[config.mk]
export PLATFORM = sky130hd
export DESIGN_NAME = serv_dbus_if_flat
export DESIGN_NICKNAME = d
export VERILOG_FILES = /design/src/rtl/serv_dbus_if_if.sv /design/src/rtl/serv_dbus_if.sv /design/src/flat_wrapper.sv
export SDC_FILE = /design/constraint.sdc
export NUM_CORES = 1
export LEC_CHECK = 0
export BUFFER_PORTS_ARGS = -buffer_cell sky130_fd_sc_hd__buf_2
export CAP_MARGIN = 25
export CORE_MARGIN = 10
export CORE_UTILIZATION = 46
export DETAILED_ROUTE_END_ITERATION = 10
export GPL_ROUTABILITY_DRIVEN = 0
export GPL_TIMING_DRIVEN = 0
export PLACE_DENSITY = 0.88
export RECOVER_POWER = 50
export SYNTH_ARGS = -nofsm -noshare
export SYNTH_HDL_FRONTEND = slang
export SYNTH_SLANG_ARGS = --single-unit
[constraint.sdc]
create_clock -name i_clk -period 2.3 [get_ports i_clk]
set_input_delay 0.46 -clock i_clk [delete_from_list [all_inputs] [get_ports i_clk]]
set_output_delay 0.46 -clock i_clk [all_outputs]
set_load 0.1 [all_outputs]
[src/rtl/serv_dbus_if_if.sv]
// Request, response and Wishbone signals of the data-bus sequencer.
// The sequencer itself takes the master view; its environment takes the slave view.
interface serv_dbus_if_if;
    logic        i_req;
    logic        i_we;
    logic [1:0]  i_size;
    logic [31:0] i_adr;
    logic [31:0] i_wdat;
    logic [31:0] o_rdat;
    logic        o_load;
    logic        o_done;
    logic        o_misalign;
    logic        o_err;
    logic        o_busy;
    logic [31:0] o_wb_adr;
    logic [31:0] o_wb_dat;
    logic [3:0]  o_wb_sel;
    logic        o_wb_we;
    logic        o_wb_cyc;
    logic        o_wb_stb;
    logic [31:0] i_wb_rdt;
    logic        i_wb_ack;
    logic        i_wb_err;

    modport master (
        input  i_req, i_we, i_size, i_adr, i_wdat, i_wb_rdt, i_wb_ack, i_wb_err,
        output o_rdat, o_load, o_done, o_misalign, o_err, o_busy,
               o_wb_adr, o_wb_dat, o_wb_sel, o_wb_we, o_wb_cyc, o_wb_stb
    );

    modport slave (
        output i_req, i_we, i_size, i_adr, i_wdat, i_wb_rdt, i_wb_ack, i_wb_err,
        input  o_rdat, o_load, o_done, o_misalign, o_err, o_busy,
               o_wb_adr, o_wb_dat, o_wb_sel, o_wb_we, o_wb_cyc, o_wb_stb
    );
endinterface

[src/rtl/serv_dbus_if.sv]
// Data-bus sequencer: turns one load/store request into one Wishbone classic
// cycle and reports completion, misalignment and bus errors.
module serv_dbus_if #(
    parameter int unsigned WITH_MISALIGN = 1,
    parameter int unsigned TIMEOUT_W     = 0
) (
    input logic            i_clk,
    input logic            i_rst_n,
    serv_dbus_if_if.master bus
);
    localparam int unsigned CNT_W = (TIMEOUT_W > 0) ? TIMEOUT_W : 1;

    typedef enum logic {IDLE, BUS} state_t;

    state_t             state;
    logic [CNT_W-1:0]   cnt;
    logic               misalign_c;
    logic [3:0]         sel_c;
    logic               timeout_c;

    // Byte enables and alignment check decoded from the incoming request
    always_comb begin
        misalign_c = 1'b0;
        sel_c      = 4'b1111;
        case (bus.i_size)
            2'b00: sel_c = 4'b0001 << bus.i_adr[1:0];
            2'b01: begin
                sel_c      = bus.i_adr[1] ? 4'b1100 : 4'b0011;
                misalign_c = bus.i_adr[0];
            end
            default: misalign_c = |bus.i_adr[1:0];
        endcase
    end

    assign timeout_c = (TIMEOUT_W != 0) && (cnt == {CNT_W{1'b1}});

    always_ff @(posedge i_clk or negedge i_rst_n) begin
        if (!i_rst_n) begin
            state          <= IDLE;
            cnt            <= '0;
            bus.o_wb_cyc   <= 1'b0;
            bus.o_wb_stb   <= 1'b0;
            bus.o_wb_we    <= 1'b0;
            bus.o_wb_adr   <= '0;
            bus.o_wb_dat   <= '0;
            bus.o_wb_sel   <= '0;
            bus.o_rdat     <= '0;
            bus.o_load     <= 1'b0;
            bus.o_done     <= 1'b0;
            bus.o_misalign <= 1'b0;
            bus.o_err      <= 1'b0;
            bus.o_busy     <= 1'b0;
        end else begin
            bus.o_load     <= 1'b0;
            bus.o_done     <= 1'b0;
            bus.o_misalign <= 1'b0;
            bus.o_err      <= 1'b0;
            case (state)
                IDLE: begin
                    if (bus.i_req) begin
                        if ((WITH_MISALIGN != 0) && misalign_c) begin
                            // Trap without touching the bus
                            bus.o_done     <= 1'b1;
                            bus.o_misalign <= 1'b1;
                        end else begin
                            bus.o_wb_adr <= {bus.i_adr[31:2], 2'b00};
                            bus.o_wb_dat <= bus.i_wdat;
                            bus.o_wb_sel <= sel_c;
                            bus.o_wb_we  <= bus.i_we;
                            bus.o_wb_cyc <= 1'b1;
                            bus.o_wb_stb <= 1'b1;
                            bus.o_busy   <= 1'b1;
                            cnt          <= '0;
                            state        <= BUS;
                        end
                    end
                end
                BUS: begin
                    if (bus.i_wb_err || timeout_c) begin
                        // Error beats ack; read data is discarded
                        bus.o_wb_cyc <= 1'b0;
                        bus.o_wb_stb <= 1'b0;
                        bus.o_busy   <= 1'b0;
                        bus.o_err    <= 1'b1;
                        bus.o_done   <= 1'b1;
                        state        <= IDLE;
                    end else if (bus.i_wb_ack) begin
                        bus.o_wb_cyc <= 1'b0;
                        bus.o_wb_stb <= 1'b0;
                        bus.o_busy   <= 1'b0;
                        bus.o_done   <= 1'b1;
                        if (!bus.o_wb_we) begin
                            bus.o_rdat <= bus.i_wb_rdt;
                            bus.o_load <= 1'b1;
                        end
                        state <= IDLE;
                    end else begin
                        cnt <= cnt + CNT_W'(1);
                    end
                end
                default: state <= IDLE;
            endcase
        end
    end
endmodule

[src/flat_wrapper.sv]
// flat-port wrapper written by rule: the top's interface ports become plain ports
module serv_dbus_if_flat 
#(
    parameter int unsigned WITH_MISALIGN = 1,
    parameter int unsigned TIMEOUT_W     = 0
)
  (i_clk, i_rst_n, bus_i_req, bus_i_we, bus_i_size, bus_i_adr, bus_i_wdat, bus_i_wb_rdt, bus_i_wb_ack, bus_i_wb_err, bus_o_rdat, bus_o_load, bus_o_done, bus_o_misalign, bus_o_err, bus_o_busy, bus_o_wb_adr, bus_o_wb_dat, bus_o_wb_sel, bus_o_wb_we, bus_o_wb_cyc, bus_o_wb_stb);
  serv_dbus_if_if bus_i ();
  input logic i_clk;
  input logic i_rst_n;
  input wire logic [$bits(bus_i.i_req)-1:0] bus_i_req;
  input wire logic [$bits(bus_i.i_we)-1:0] bus_i_we;
  input wire logic [$bits(bus_i.i_size)-1:0] bus_i_size;
  input wire logic [$bits(bus_i.i_adr)-1:0] bus_i_adr;
  input wire logic [$bits(bus_i.i_wdat)-1:0] bus_i_wdat;
  input wire logic [$bits(bus_i.i_wb_rdt)-1:0] bus_i_wb_rdt;
  input wire logic [$bits(bus_i.i_wb_ack)-1:0] bus_i_wb_ack;
  input wire logic [$bits(bus_i.i_wb_err)-1:0] bus_i_wb_err;
  output wire logic [$bits(bus_i.o_rdat)-1:0] bus_o_rdat;
  output wire logic [$bits(bus_i.o_load)-1:0] bus_o_load;
  output wire logic [$bits(bus_i.o_done)-1:0] bus_o_done;
  output wire logic [$bits(bus_i.o_misalign)-1:0] bus_o_misalign;
  output wire logic [$bits(bus_i.o_err)-1:0] bus_o_err;
  output wire logic [$bits(bus_i.o_busy)-1:0] bus_o_busy;
  output wire logic [$bits(bus_i.o_wb_adr)-1:0] bus_o_wb_adr;
  output wire logic [$bits(bus_i.o_wb_dat)-1:0] bus_o_wb_dat;
  output wire logic [$bits(bus_i.o_wb_sel)-1:0] bus_o_wb_sel;
  output wire logic [$bits(bus_i.o_wb_we)-1:0] bus_o_wb_we;
  output wire logic [$bits(bus_i.o_wb_cyc)-1:0] bus_o_wb_cyc;
  output wire logic [$bits(bus_i.o_wb_stb)-1:0] bus_o_wb_stb;
  assign bus_i.i_req = bus_i_req;
  assign bus_i.i_we = bus_i_we;
  assign bus_i.i_size = bus_i_size;
  assign bus_i.i_adr = bus_i_adr;
  assign bus_i.i_wdat = bus_i_wdat;
  assign bus_i.i_wb_rdt = bus_i_wb_rdt;
  assign bus_i.i_wb_ack = bus_i_wb_ack;
  assign bus_i.i_wb_err = bus_i_wb_err;
  assign bus_o_rdat = bus_i.o_rdat;
  assign bus_o_load = bus_i.o_load;
  assign bus_o_done = bus_i.o_done;
  assign bus_o_misalign = bus_i.o_misalign;
  assign bus_o_err = bus_i.o_err;
  assign bus_o_busy = bus_i.o_busy;
  assign bus_o_wb_adr = bus_i.o_wb_adr;
  assign bus_o_wb_dat = bus_i.o_wb_dat;
  assign bus_o_wb_sel = bus_i.o_wb_sel;
  assign bus_o_wb_we = bus_i.o_wb_we;
  assign bus_o_wb_cyc = bus_i.o_wb_cyc;
  assign bus_o_wb_stb = bus_i.o_wb_stb;
  serv_dbus_if #(.WITH_MISALIGN(WITH_MISALIGN), .TIMEOUT_W(TIMEOUT_W)) u_core (.i_clk(i_clk), .i_rst_n(i_rst_n), .bus(bus_i));
endmodule
==> impl_metrics.ini <==
[critical_path]
startpoint = u_core.bus.o_wb_dat[21]
cp.required_ns = 1.84
path_max_fanout = 2
cp_top_family = buffers and inverters
path_cells = buf_1
crit_buf_inv = 1
cp_slowest_cell = buf_1
crit_cells = 1
crit_path_end_kind = primary output
cp.arrival_ns = 1.58
r2r_start = u_core.state
reg2regPathDepth = 5
slowest_delay_ns = 0.87
critical_path.endpoint = bus_o_wb_dat[21]
path_class = reg2out
reg2reg_to = u_core.bus.o_wb_dat[1]
rrSetupSlack_ns = 0.31
critPathLaunchType = register

[clock_network]
cts_sinks = 105
cts_resized = 0
cts_root_buf = clkbuf_8
htreeDepth = 3
ctsLongestPathBuffers = 2
cts_inserted_buffers = 9
worstSkewPairLatency_ns = 0.36
postCtsSetupBuffers = 0
tritoncts = done
ctsHoldBuffers = 0
clk_pin_slew_ns = 0.10

[die]
die_y_um = 116
die_x_um = 116
design.die.area_mm2 = 0.0135
pin_count = 212
start_util_pct = 46.7
core.rowCount = 35
core_mm2 = 0.00915

[logic_synthesis]
synthArstFlopShare_pct = 100
post-synth-top-count-cell = dfrtp_1
yosysTopAreaCell = dfrtp_1
yosys.cell_types.count = 26
ys_seq_elements = 105
synthCells = 243
synthTopCellsByArea = dfrtp_1 (62%), mux2_4 (17%), mux2_2 (12%)
ys.flop_type = dfrtp_1
synth.top_cell.area_share_pct = 61.5
synth_area_mm2 = 0.00427
synth_edf_count = 0
yosys_warnings = 0
ys_seq_area_share_pct = 61.5
yosys-top-cells-count = dfrtp_1 (105), mux2_4 (48), mux2_2 (47)
syn_area_per_cell_um2 = 17.6

[timing]
clock.fmax_ghz = 0.491
fin_tns_setup_ns = 0
hold_viol = 0
skew_ns = 0.00927
timing.final.crit_share_pct = 88.6
maxSlewViolCount = 0
final-setup-viol-count = 0
rsz0062_at_grt = no
worstMarginPinSlew_ns = 1.34
relSlewSlack_pct = 10.4
fin_crit_ns = 2.04
timing.hold.ws_ns = 0.325

[detailed_routing]
dr.pass1.iters = 4
via_count = 2782
finalWirelength_mm = 10.8
drc = 0
ant_nets = 0
wl_per_cell_um = 18.5
via_per_inst = 4.80
dr.first_iter.drc_count = 72

[global_route]
grt-ovfl-total = 0
grt_max_degree = 54
antenna_found_initial = 0
grt_first_pass_wirelength_mm = 16.2
grt_use_total_pct = 15.4
grt_pass1_vias = 3158

[outcome]
outcome = complete, no violations

[finish]
n_fill_cell = 723
drive_gt1_share_pct = 69.5
nets = 568
seqCellArea_mm2 = 0.00263
n_antenna_cell = 0
areaGrowthSynthToFinish_pct = 32.3
multi_input_area_mm2 = 0.00144

[run]
maxCapViolations = 0

[placed_design]
port_buffers = 208
hpwl_mm = 8.66

[min_path]
hp-class = in2reg
## cells in the final DEF (no fill, tap or decap), types with 3 or more instances in the layout
| cell type | count |
|---|---|
| buf_12 | 6 |
| mux2_4 | 48 |
| buf_2 | 170 |
| clkbuf_2 | 35 |
| a21o_1 | 5 |
| dfrtp_1 | 105 |
| clkbuf_1 | 8 |
| buf_4 | 5 |
| o21ai_0 | 3 |
| clkbuf_8 | 9 |
| mux2_2 | 46 |
## flip-flops by register name, summed over array words and instances, names as in the netlist
| register | flops |
|---|---|
| u_core.bus.o_wb_adr | 30 |
| u_core.bus.o_done | 1 |
| u_core.bus.o_wb_dat | 32 |
| u_core.bus.o_busy | 1 |
| u_core.bus.o_wb_we | 1 |
| u_core.state | 1 |
| u_core.bus.o_err | 1 |
| u_core.bus.o_wb_sel | 4 |
| u_core.bus.o_misalign | 1 |
| u_core.bus.o_load | 1 |
| u_core.bus.o_rdat | 32 |
## metrics by stage
stage	std cells	area (um^2)	setup WS, ns	utilization (%)
after detailed placement	564	5480	0.287	59.9
after global placement	563	5450	-0.251	59.6
after CTS	580	5670	0.423	62.0
final	580	5650	0.262	61.7
after floorplan	244	4270	0.288	-
after global routing	580	5650	0.198	61.7
## cell type report
type	count	share of cell area [%]
Clock inverter	4	0.953
Clock buffer	12	2.39
Buffer	16	3.32
Sequential cell	105	46.5
Tap cell	111	2.46
Timing Repair Buffer	209	18.8
Multi-Input combinational cell	123	25.6
## routing by layer
layer	GRT usage, %	vias up	wire length (um)	share of wire, %
met1	15.9	1363	3920	36
met4	5.25	0	152	1.4
met3	6.01	14	1010	9.4
li1	-	1293	-	-
met5	0	-	0	0
met2	27.7	112	5670	53
## logic make-up after synthesis
kind of cell / count (synthesis) / share of synthesized area, %
compound gates: 12 / 2.34
xor+xnor: 2 / 0.410
buf+inv: 16 / 4.39
flops: 105 / 61.5
mux: 95 / 29.3
other cells: 1 / 0.0878
simple gates: 12 / 1.96
## worst min path at each step
stage / start / endpoint / slack (ns) / cells after the start
after global placement: u_core.bus.o_wb_sel[0] / u_core.bus.o_wb_sel[0] / 0.46 / 1
final: bus_i_adr[17] / u_core.bus.o_wb_adr[17] / 0.33 / 2
after CTS: i_rst_n / u_core.bus.o_rdat[30] / 0.14 / 1
after detailed placement: u_core.bus.o_wb_sel[0] / u_core.bus.o_wb_sel[0] / 0.48 / 1
after global routing: bus_i_adr[17] / u_core.bus.o_wb_adr[17] / 0.30 / 2
after floorplan: i_rst_n / u_core.bus.o_busy / 0.16 / 0
Power is left out: the tool's default activity adds up to more than one toggle a clock period on the data nets, which glitch-free logic cannot reach.
